### config.mk
export PLATFORM = sky130hd
export DESIGN_NAME = alu_rr_arbiter
export DESIGN_NICKNAME = d
export VERILOG_FILES = /design/src/rtl/alu_rr_arbiter.sv
export SDC_FILE = /design/constraint.sdc
export NUM_CORES = 1
export LEC_CHECK = 0
export ABC_AREA = 1
export CORE_MARGIN = 3
export CORE_UTILIZATION = 35
export CTS_CLUSTER_DIAMETER = 120
export DETAILED_ROUTE_END_ITERATION = 12
export GPL_ROUTABILITY_DRIVEN = 0
export GPL_TIMING_DRIVEN = 0
export MAX_ROUTING_LAYER = met4
export PLACE_DENSITY = 0.83
export SLEW_MARGIN = 20
export SYNTH_ARGS = -nofsm -noshare
export SYNTH_HDL_FRONTEND = slang
export SYNTH_SLANG_ARGS = --single-unit
### constraint.sdc
create_clock -name clk -period 3.26 [get_ports clk]
set_input_delay 0.489 -clock clk [delete_from_list [all_inputs] [get_ports clk]]
set_output_delay 0.489 -clock clk [all_outputs]
set_load 0.02 [all_outputs]
### src/rtl/alu_rr_arbiter.sv
// Round-robin front end that shares one add/sub ALU between two requesters.
// One operation in flight: IDLE accepts, EXEC drives the ALU, RESP holds the result.
module alu_rr_arbiter #(
  parameter int unsigned DATA_W = 32,
  parameter int unsigned OP_W   = 6
) (
  input  logic              clk,
  input  logic              rst,
  input  logic              req0_valid,
  output logic              req0_ready,
  input  logic [OP_W-1:0]   req0_op,
  input  logic [DATA_W-1:0] req0_src_1,
  input  logic [DATA_W-1:0] req0_src_2,
  input  logic              req1_valid,
  output logic              req1_ready,
  input  logic [OP_W-1:0]   req1_op,
  input  logic [DATA_W-1:0] req1_src_1,
  input  logic [DATA_W-1:0] req1_src_2,
  output logic [DATA_W-1:0] alu_src_1,
  output logic [DATA_W-1:0] alu_src_2,
  output logic [OP_W-1:0]   alu_op,
  input  logic [DATA_W-1:0] alu_result,
  input  logic              alu_carry,
  output logic              resp0_valid,
  input  logic              resp0_ready,
  output logic [DATA_W-1:0] resp0_result,
  output logic              resp0_carry,
  output logic              resp1_valid,
  input  logic              resp1_ready,
  output logic [DATA_W-1:0] resp1_result,
  output logic              resp1_carry
);

  typedef enum logic [1:0] {
    IDLE,
    EXEC,
    RESP
  } state_t;

  state_t            r_state;
  state_t            w_next_state;
  logic              r_last_grant;
  logic              r_owner;
  logic [OP_W-1:0]   r_op;
  logic [DATA_W-1:0] r_src_1;
  logic [DATA_W-1:0] r_src_2;
  logic [DATA_W-1:0] r_result;
  logic              r_carry;
  logic              w_grant;
  logic              w_accept;
  logic              w_resp_ready;

  // Tie goes to whoever was not served last; a lone requester always wins.
  always_comb begin
    w_grant = 1'b0;
    if (req0_valid && req1_valid) begin
      w_grant = ~r_last_grant;
    end else if (req1_valid) begin
      w_grant = 1'b1;
    end
  end

  assign w_accept     = (r_state == IDLE) && (req0_valid || req1_valid);
  assign w_resp_ready = r_owner ? resp1_ready : resp0_ready;

  assign req0_ready = w_accept && !w_grant;
  assign req1_ready = w_accept &&  w_grant;

  always_comb begin
    w_next_state = r_state;
    unique case (r_state)
      IDLE:    if (w_accept) w_next_state = EXEC;
      EXEC:    w_next_state = RESP;
      RESP:    if (w_resp_ready) w_next_state = IDLE;
      default: w_next_state = IDLE;
    endcase
  end

  always_ff @(posedge clk or posedge rst) begin
    if (rst) begin
      r_state      <= IDLE;
      r_last_grant <= 1'b1;
      r_owner      <= 1'b0;
      r_op         <= '0;
      r_src_1      <= '0;
      r_src_2      <= '0;
      r_result     <= '0;
      r_carry      <= 1'b0;
    end else begin
      r_state <= w_next_state;
      if (w_accept) begin
        r_owner      <= w_grant;
        r_last_grant <= w_grant;
        r_op         <= w_grant ? req1_op    : req0_op;
        r_src_1      <= w_grant ? req1_src_1 : req0_src_1;
        r_src_2      <= w_grant ? req1_src_2 : req0_src_2;
      end
      if (r_state == EXEC) begin
        r_result <= alu_result;
        r_carry  <= alu_carry;
      end
    end
  end

  // ALU inputs are zero outside EXEC so op 0 keeps the ALU output quiet.
  assign alu_op    = (r_state == EXEC) ? r_op    : '0;
  assign alu_src_1 = (r_state == EXEC) ? r_src_1 : '0;
  assign alu_src_2 = (r_state == EXEC) ? r_src_2 : '0;

  assign resp0_valid  = (r_state == RESP) && !r_owner;
  assign resp1_valid  = (r_state == RESP) &&  r_owner;
  assign resp0_result = r_result;
  assign resp1_result = r_result;
  assign resp0_carry  = r_carry;
  assign resp1_carry  = r_carry;

endmodule

# After elaboration in Yosys (flattened, before gate mapping)

Index checks and enable logic that the tools add are counted.

Output and inout bits: 140
Latch bits: 0
Input port bits: 179
Flip-flop bits (word level): 107
Bits in writable memories: 0
Word-level logic and storage cells: 36
Memories kept: 0
Memory bits (read-only): 0

Multiply operators: 0
Order comparisons: 0
Add/sub/neg operators: 0
Shifts and indexed selects: 0
Div/mod/pow operators: 0
Bitwise gates (word level): 1
Equal/unequal tests: 4
Reduce and logical (&&, ||, !) cells: 11
Multiplexer cells: 12

Operator list:

| operator                                                              | number |
|---|---|
| 32-bit 2-to-1 mux                                                     | 4 |
| 6-bit 2-to-1 mux                                                      | 2 |
| 1-bit logical AND                                                     | 6 |
| 2-bit one-hot mux with 3 select lines                                 | 1 |
| 2-bit 2-to-1 mux                                                      | 2 |
| 2-bit inequality test, second input constant                          | 2 |
| 1-bit 2-to-1 mux                                                      | 3 |
| 2-bit by 1-bit equality test with 1-bit output, second input constant | 1 |
| 2-bit equality test, second input constant                            | 1 |
| 1-bit zero test                                                       | 2 |
| 2-bit zero test                                                       | 1 |
| 2-bit AND reduction                                                   | 1 |
| 1-bit logical OR                                                      | 1 |
| 1-bit inverter                                                        | 1 |

# Depth between registers and ports, before layout

Gate-level depths: netlist (run 1).

Depth in word-level cells: 4
Gate-level depth with buffers: 8
Mapped depth without buffers: 6

# Worst setup path before layout (run 1)

Ideal clock, no wire load.

Path kind: input-to-output
Start point: input req1_valid
End point: output req0_ready
Arrival time: 1,412 ps
Stages on the path: 6
Path slack: 1,359 ps
Data required time: 2,771 ps
Buffers on the path: 2
Cell sequence: buf_2 > nor2_2 > nor2_4 > inv_2 > buf_2 > nor2_1

Word-level cells in the longest chain between the ends: 4

Ends and longest elaborated chain:

| element                                               | RTL line | source |
|---|---|---|
| from (decl)                                           | 14       | `input logic req1_valid,` |
| 1-bit 2-to-1 mux or 1-bit logical AND (tied branches) | 58, 56   |  |
| 1-bit 2-to-1 mux                                      | 56       | `if (req0_valid && req1_valid) begin` |
| 1-bit zero test                                       | 66       | `assign req0_ready = w_accept && !w_grant;` |
| 1-bit logical AND *                                   | 66       |  |
| to (decl)                                             | 10       | `output logic req0_ready,` |

Mark *: on every way between the ends. The rest lies on a longest branch, timed or not.

# Worst setup path in the final report (run 1)

Start point: input req0_valid
End point: output req0_ready

Word-level cells in the longest chain between the ends: 4

Ends and longest elaborated chain:

| element             | RTL line | source |
|---|---|---|
| from (decl)         | 9        | `input logic req0_valid,` |
| 1-bit logical AND   | 56       |  |
| 1-bit 2-to-1 mux    | 56       |  |
| 1-bit zero test     | 66       |  |
| 1-bit logical AND * | 66       |  |

Marked as above.

==> metrics.txt, run 1 <==
outcome finished, final reports clean; Synth area leader dfrtp_1; clk_lat worst skew 0.34 ns; Leakage Power 4.984 nW; Peak VDD IR 0.4802 mV; Final Cycle Share 95.29%; dpl cell area 9518 um^2; Area growth syn-to-layout 63.94%; number of buffers added on ports 317; endpoint type of the worst setup path output pin; antenna violations before repair 0; CP Data Arrival Time 2.62 ns; reg2reg start r_last_grant; nets 1,390; startpoint types input pin; std cell rows 47; RSZ-0062 raised after global routing no; CP Data Required Time 2.77 ns; DRT antenna net count 0; Clock Tree Buf Depth 2; level count of the clock H-tree 3; drt first pass iters 5; Util after Layout 58.97%; die area 18,710 um^2; chip width 136.8 um; Worst slew margin 62.46%; number of diodes 0; post-route minimum period 3.106 ns; IO Pins 319; first-pass GRT wire length 31.54 mm; FF/Latch Area 2679 um^2; Residual DRC 0; design area 9813 um^2; total gr overflow 0; Core Region 16,640 um^2; Gate Count Post-Synth 879; TritonCTS Buffers 9; final setup vio count 0; FILL cells 1,565; Post-Syn Area per Cell 6.810 um^2; Pwr per Cell Area 870.5 nW/um^2; Cell Count, Final, Fillers Out 1,436; WL/cell 14.72 um; post-synthesis sequential area ratio 44.75%; CTS sink count 107; clk root buf clkbuf_16; share of layout cells above drive strength 1 7.401%; Yosys top cell area share 44.31%; DRT Wirelength 21.13 mm; reg2reg path depth 6; Cell Area, Synth 5986 um^2; Crit Path Class input pin to output pin; FF-to-FF End r_src_1[12]; Slew Viols, Final 0; count of cell types in the netlist 17; syn nets 1,058; placed cells 1,420; final hold vios 0; Detailed Route Iter0 Violations 242; max-capacitance violation count 0; post-synthesis register bit count 107; crit path max fanout 10; total number of vias 6,515; gr usage total 22.32%; Synth area leaders dfrtp_1 44%, nand2_1 23%, nand3_1 8.7%; R2R setup slack 1.51 ns; largest net degree at the start of global routing 32; number of global-route vias before repair 6,141; Initial Util 35.97%; routed vias/inst 4.537; CTS tree done; Fin Clk Skew 0.005759 ns; Die Ht 136.8 um; cts hold-fix bufs 0; Synth warnings 0; achievable frequency 321.9 MHz; Reg clk slew, reported paths 0.07 ns; HPWL after DPL 16.79 mm; Slew @ Worst Pin 0.5631 ns; worst hold-check path type input pin to async pin; Multi-input gate area 2427 um^2
==> power breakdown <==
| part | switching (mW) | leakage, nW | internal, mW |
|---|---|---|---|
| sequential | 0.402 | 1.32 | 1.99 |
| combinational | 2.85 | 3.52 | 2.23 |
| clock | 0.471 | 0.146 | 0.602 |
==> layer usage <==
layer,part of all wire (%),vias up,track usage (%)
met5,0,-,-
met4,1.5,0,6.153
met3,8.1,21,5.074
met2,51,250,39.05
met1,40,2986,25.82
li1,-,3258,-
==> critical path, cell delays in order <==
cell	delay, ns
clkdlybuf4s50_1	0.52
nand2_2	0.23
nand2_2	0.30
buf_2	0.30
inv_1	0.06
nor2_1	0.10
clkdlybuf4s50_1	0.62
==> area by class of cell <==
cell class,instances,area share [%]
Multi-Input combinational cell,580,24.74
Buffer,87,4.973
Tap cell,220,2.805
Inverter,105,4.055
Sequential cell,107,27.30
Clock inverter,1,0.05100
Clock buffer,15,2.933
Timing Repair Buffer,321,33.15
==> stage by stage <==
| stage | setup slack, ns | TNS, ns | power [mW] | hold WS [ns] |
|---|---|---|---|---|
| after CTS | 0.1279 | 0 | 8.625 | 0.3513 |
| after global placement | -0.03092 | -0.03092 | 7.399 | 0.4588 |
| after floorplan | 1.359 | 0 | 5.236 | 0.4488 |
| final | 0.1536 | 0 | 8.542 | 0.3675 |
| after detailed placement | -0.01814 | -0.01814 | 7.530 | 0.4628 |
| after global routing | 0.04360 | 0 | 9.195 | 0.3620 |
==> registers in the layout (all words and copies together), names as in the netlist <==
register and count:
r_last_grant 1, r_op 6, r_owner 1, r_src_1 32
r_src_2 32, r_state 2, resp0_carry 1, resp0_result 32
==> logic make-up (layout without fill, tap and decap cells) <==
group / after synthesis / count (layout) / synth area share (%)
flip-flops: 107 / 107 / 44.75
buffers and inverters: 192 / 529 / 14.74
AO/OA/AOI/OAI: 1 / 1 / 0.08353
AND/OR/NAND/NOR: 579 / 579 / 40.43
==> layout by cell type (no fill, tap or decap) <==
cell and n:
clkbuf_8 4, clkinv_2 1, clkbuf_16 9, clkbuf_1 17, nand2_2 3, inv_1 101
nand3_1 104, clkinv_1 1, clkinvlp_4 1, dfstp_2 1, nand3b_1 27, clkdlybuf4s50_1 317
buf_4 33, o21ai_0 1, nor2_2 1, buf_1 9, nand2_1 368, buf_2 30
nor2_4 1, buf_12 4, dfrtp_1 106, nor2_1 75, inv_2 2
==> worst max-delay path by stage <==
stage	from	end	slack, ns
global placement	req0_valid	req0_ready	-0.03
floorplan	req1_valid	req0_ready	1.36
detailed placement	req0_valid	req0_ready	-0.02
CTS	req0_valid	req0_ready	0.13
finish	req0_valid	req0_ready	0.15
global route	req0_valid	req0_ready	0.04
==> synth_stat cells <==
cell      number
nand3b_1      27
o21ai_0        1
dfrtp_1      106
inv_1        102
inv_2          2
clkbuf_1      15
buf_4         33
nand2_1      369
nand3_1      104
clkinv_1       1
nand2_2        2
dfstp_2        1
nor2_2         1
buf_2         30
buf_1          9
nor2_1        75
nor2_4         1
==> what timing repair did <==
item                       4_1_cts  5_1_grt
gates resized for setup          1        0
setup endpoints to repair        1        0
setup buffers                    0        0
Note: power is estimated with default switching activity, not from simulation.
==> run 2, diff against run 1 <==
Settings changed: CORE_MARGIN 3 to 2, GPL_ROUTABILITY_DRIVEN 0 to default.
==> run 2 against run 1 <==
- sequential cell count unchanged
- combinational power is essentially flat
- critical endpoint unchanged
- wire length is 0.64% higher
- highest routed layer unchanged
==> metrics.txt, run 2 (synthesis gave the netlist of run 1 again) <==
CTS tree done; CTS sink count 107; gr usage total 24.20%; Reg clk slew, reported paths 0.07 ns; Residual DRC 0; RSZ-0062 raised after global routing no; number of global-route vias before repair 6,470; total number of vias 6,634; Top Usage Layer GRT met2; Core Region 16,640 um^2; number of buffers added on ports 317; endpoint type of the worst setup path output pin; Detailed Route Iter0 Violations 261; Slew @ Worst Pin 0.5931 ns; Leakage Power 4.987 nW; first-pass GRT wire length 33.29 mm; max-capacitance violation count 0; Multi-input gate area 2427 um^2; IO Pins 319; HPWL after DPL 16.59 mm; DRT Wirelength 21.27 mm; final hold vios 0; Peak VDD IR 0.4597 mV; Die Ht 134.8 um; achievable frequency 319.6 MHz; Slew Viols, Final 0; antenna violations before repair 0; Area growth syn-to-layout 64.32%; Initial Util 35.97%; CP Data Required Time 2.77 ns; Cell Count, Final, Fillers Out 1,435; met2 Usage GRT 41.54%; CP Data Arrival Time 2.64 ns; DRT antenna net count 0; gpl congestion 0.9163; post-route minimum period 3.129 ns; largest net degree at the start of global routing 35; total gr overflow 0; crit path max fanout 10; level count of the clock H-tree 3; FILL cells 1,540; M1 GR Usage 27.79%; met3 Use GR 5.556%; die area 18,160 um^2; final worst setup slack 0.1311 ns; WL/cell 14.82 um; clk_lat worst skew 0.35 ns; pre-CTS WS -0.04343 ns; placed cells 1,419; outcome finished, final reports clean; share of layout cells above drive strength 1 7.490%; routed vias/inst 4.623; Pwr per Cell Area 881.7 nW/um^2; final setup vio count 0; cts hold-fix bufs 0; Crit Path Class input pin to output pin; drt first pass iters 5; commonest non-fill, non-tap cell in the layout nand2_1; nets 1,389; startpoint types input pin; total power 8.672 mW; std cell rows 47; setup TNS 0 ns; number of diodes 0; Fin Clk Skew 0.009739 ns; chip width 134.8 um; clk root buf clkbuf_16; FF/Latch Area 2679 um^2; Worst slew margin 60.46%; most frequent cells in the layout 368 x nand2_1, 317 x clkdlybuf4s50_1, 106 x dfrtp_1, 104 x nand3_1, 101 x inv_1; TritonCTS Buffers 9; Clock Tree Buf Depth 2; Final Cycle Share 95.98%; worst hold-check path type flop to flop
## run 2: cell count changes in the layout (fill, tap and decap cells not counted)
cell / previous run / this run
buf_12: 4 / 2
buf_16: 0 / 1
bufinv_16: 0 / 2
clkbuf_1: 17 / 15
clkbuf_8: 4 / 1
clkinv_4: 0 / 1
clkinvlp_4: 1 / 3
## run 2: final timing paths
| path | from | end | slack (ns) | cells past startpoint |
|---|---|---|---|---|
| max in group asynchronous | rst | r_last_grant | 1.92 | 4 |
| max reg2reg | r_last_grant | r_src_1[19] | 1.57 | 6 |
| min in group asynchronous | rst | r_src_2[31] | 0.54 | 2 |
| min | r_last_grant | r_last_grant | 0.48 | 2 |
| max | req0_valid | req0_ready | 0.13 | 7 |
| min reg2reg | r_last_grant | r_last_grant | 0.48 | 2 |
## run 2: stage by stage
stage               util (%)  area, um^2  hold WS (ns)
detailed placement     57.12        9505        0.4653
floorplan                  -        5989        0.4488
global placement       56.71        9438        0.4607
global route           59.10        9836        0.5035
CTS                    59.10        9836        0.4813
finish                 59.10        9836        0.4788
## run 2: repair_timing
item / in CTS / in global routing
endpoints found under the setup margin: 1 / 0
gates resized for setup: 1 / 0
setup buffers: 0 / 0
## run 2: power breakdown
part | internal, mW | switching (mW)
combinational | 2.22 | 2.84
sequential | 1.99 | 0.425
clock | 0.695 | 0.499
total | 4.91 | 3.76
## run 2: worst max-delay path, stage by stage
cell and delay (ns):
clkdlybuf4s50_1 0.52, nand2_2 0.22, nand2_2 0.32, buf_2 0.30, inv_1 0.07, nor2_1 0.10
clkdlybuf4s50_1 0.62
## run 2: cell type report
cell class	instances	area share [%]
clock inverter	6	0.9032
multi-input combinational	580	24.68
inverter	105	4.045
clock buffer	10	2.430
timing repair buffer	320	32.95
buffer	87	4.961
tap	220	2.799
sequential	107	27.24
## run 2: metal layers
layer,vias up,part of all wire [%]
met5,-,0
met4,0,2.5
met3,33,7.9
met2,279,50
met1,3053,40
li1,3269,-
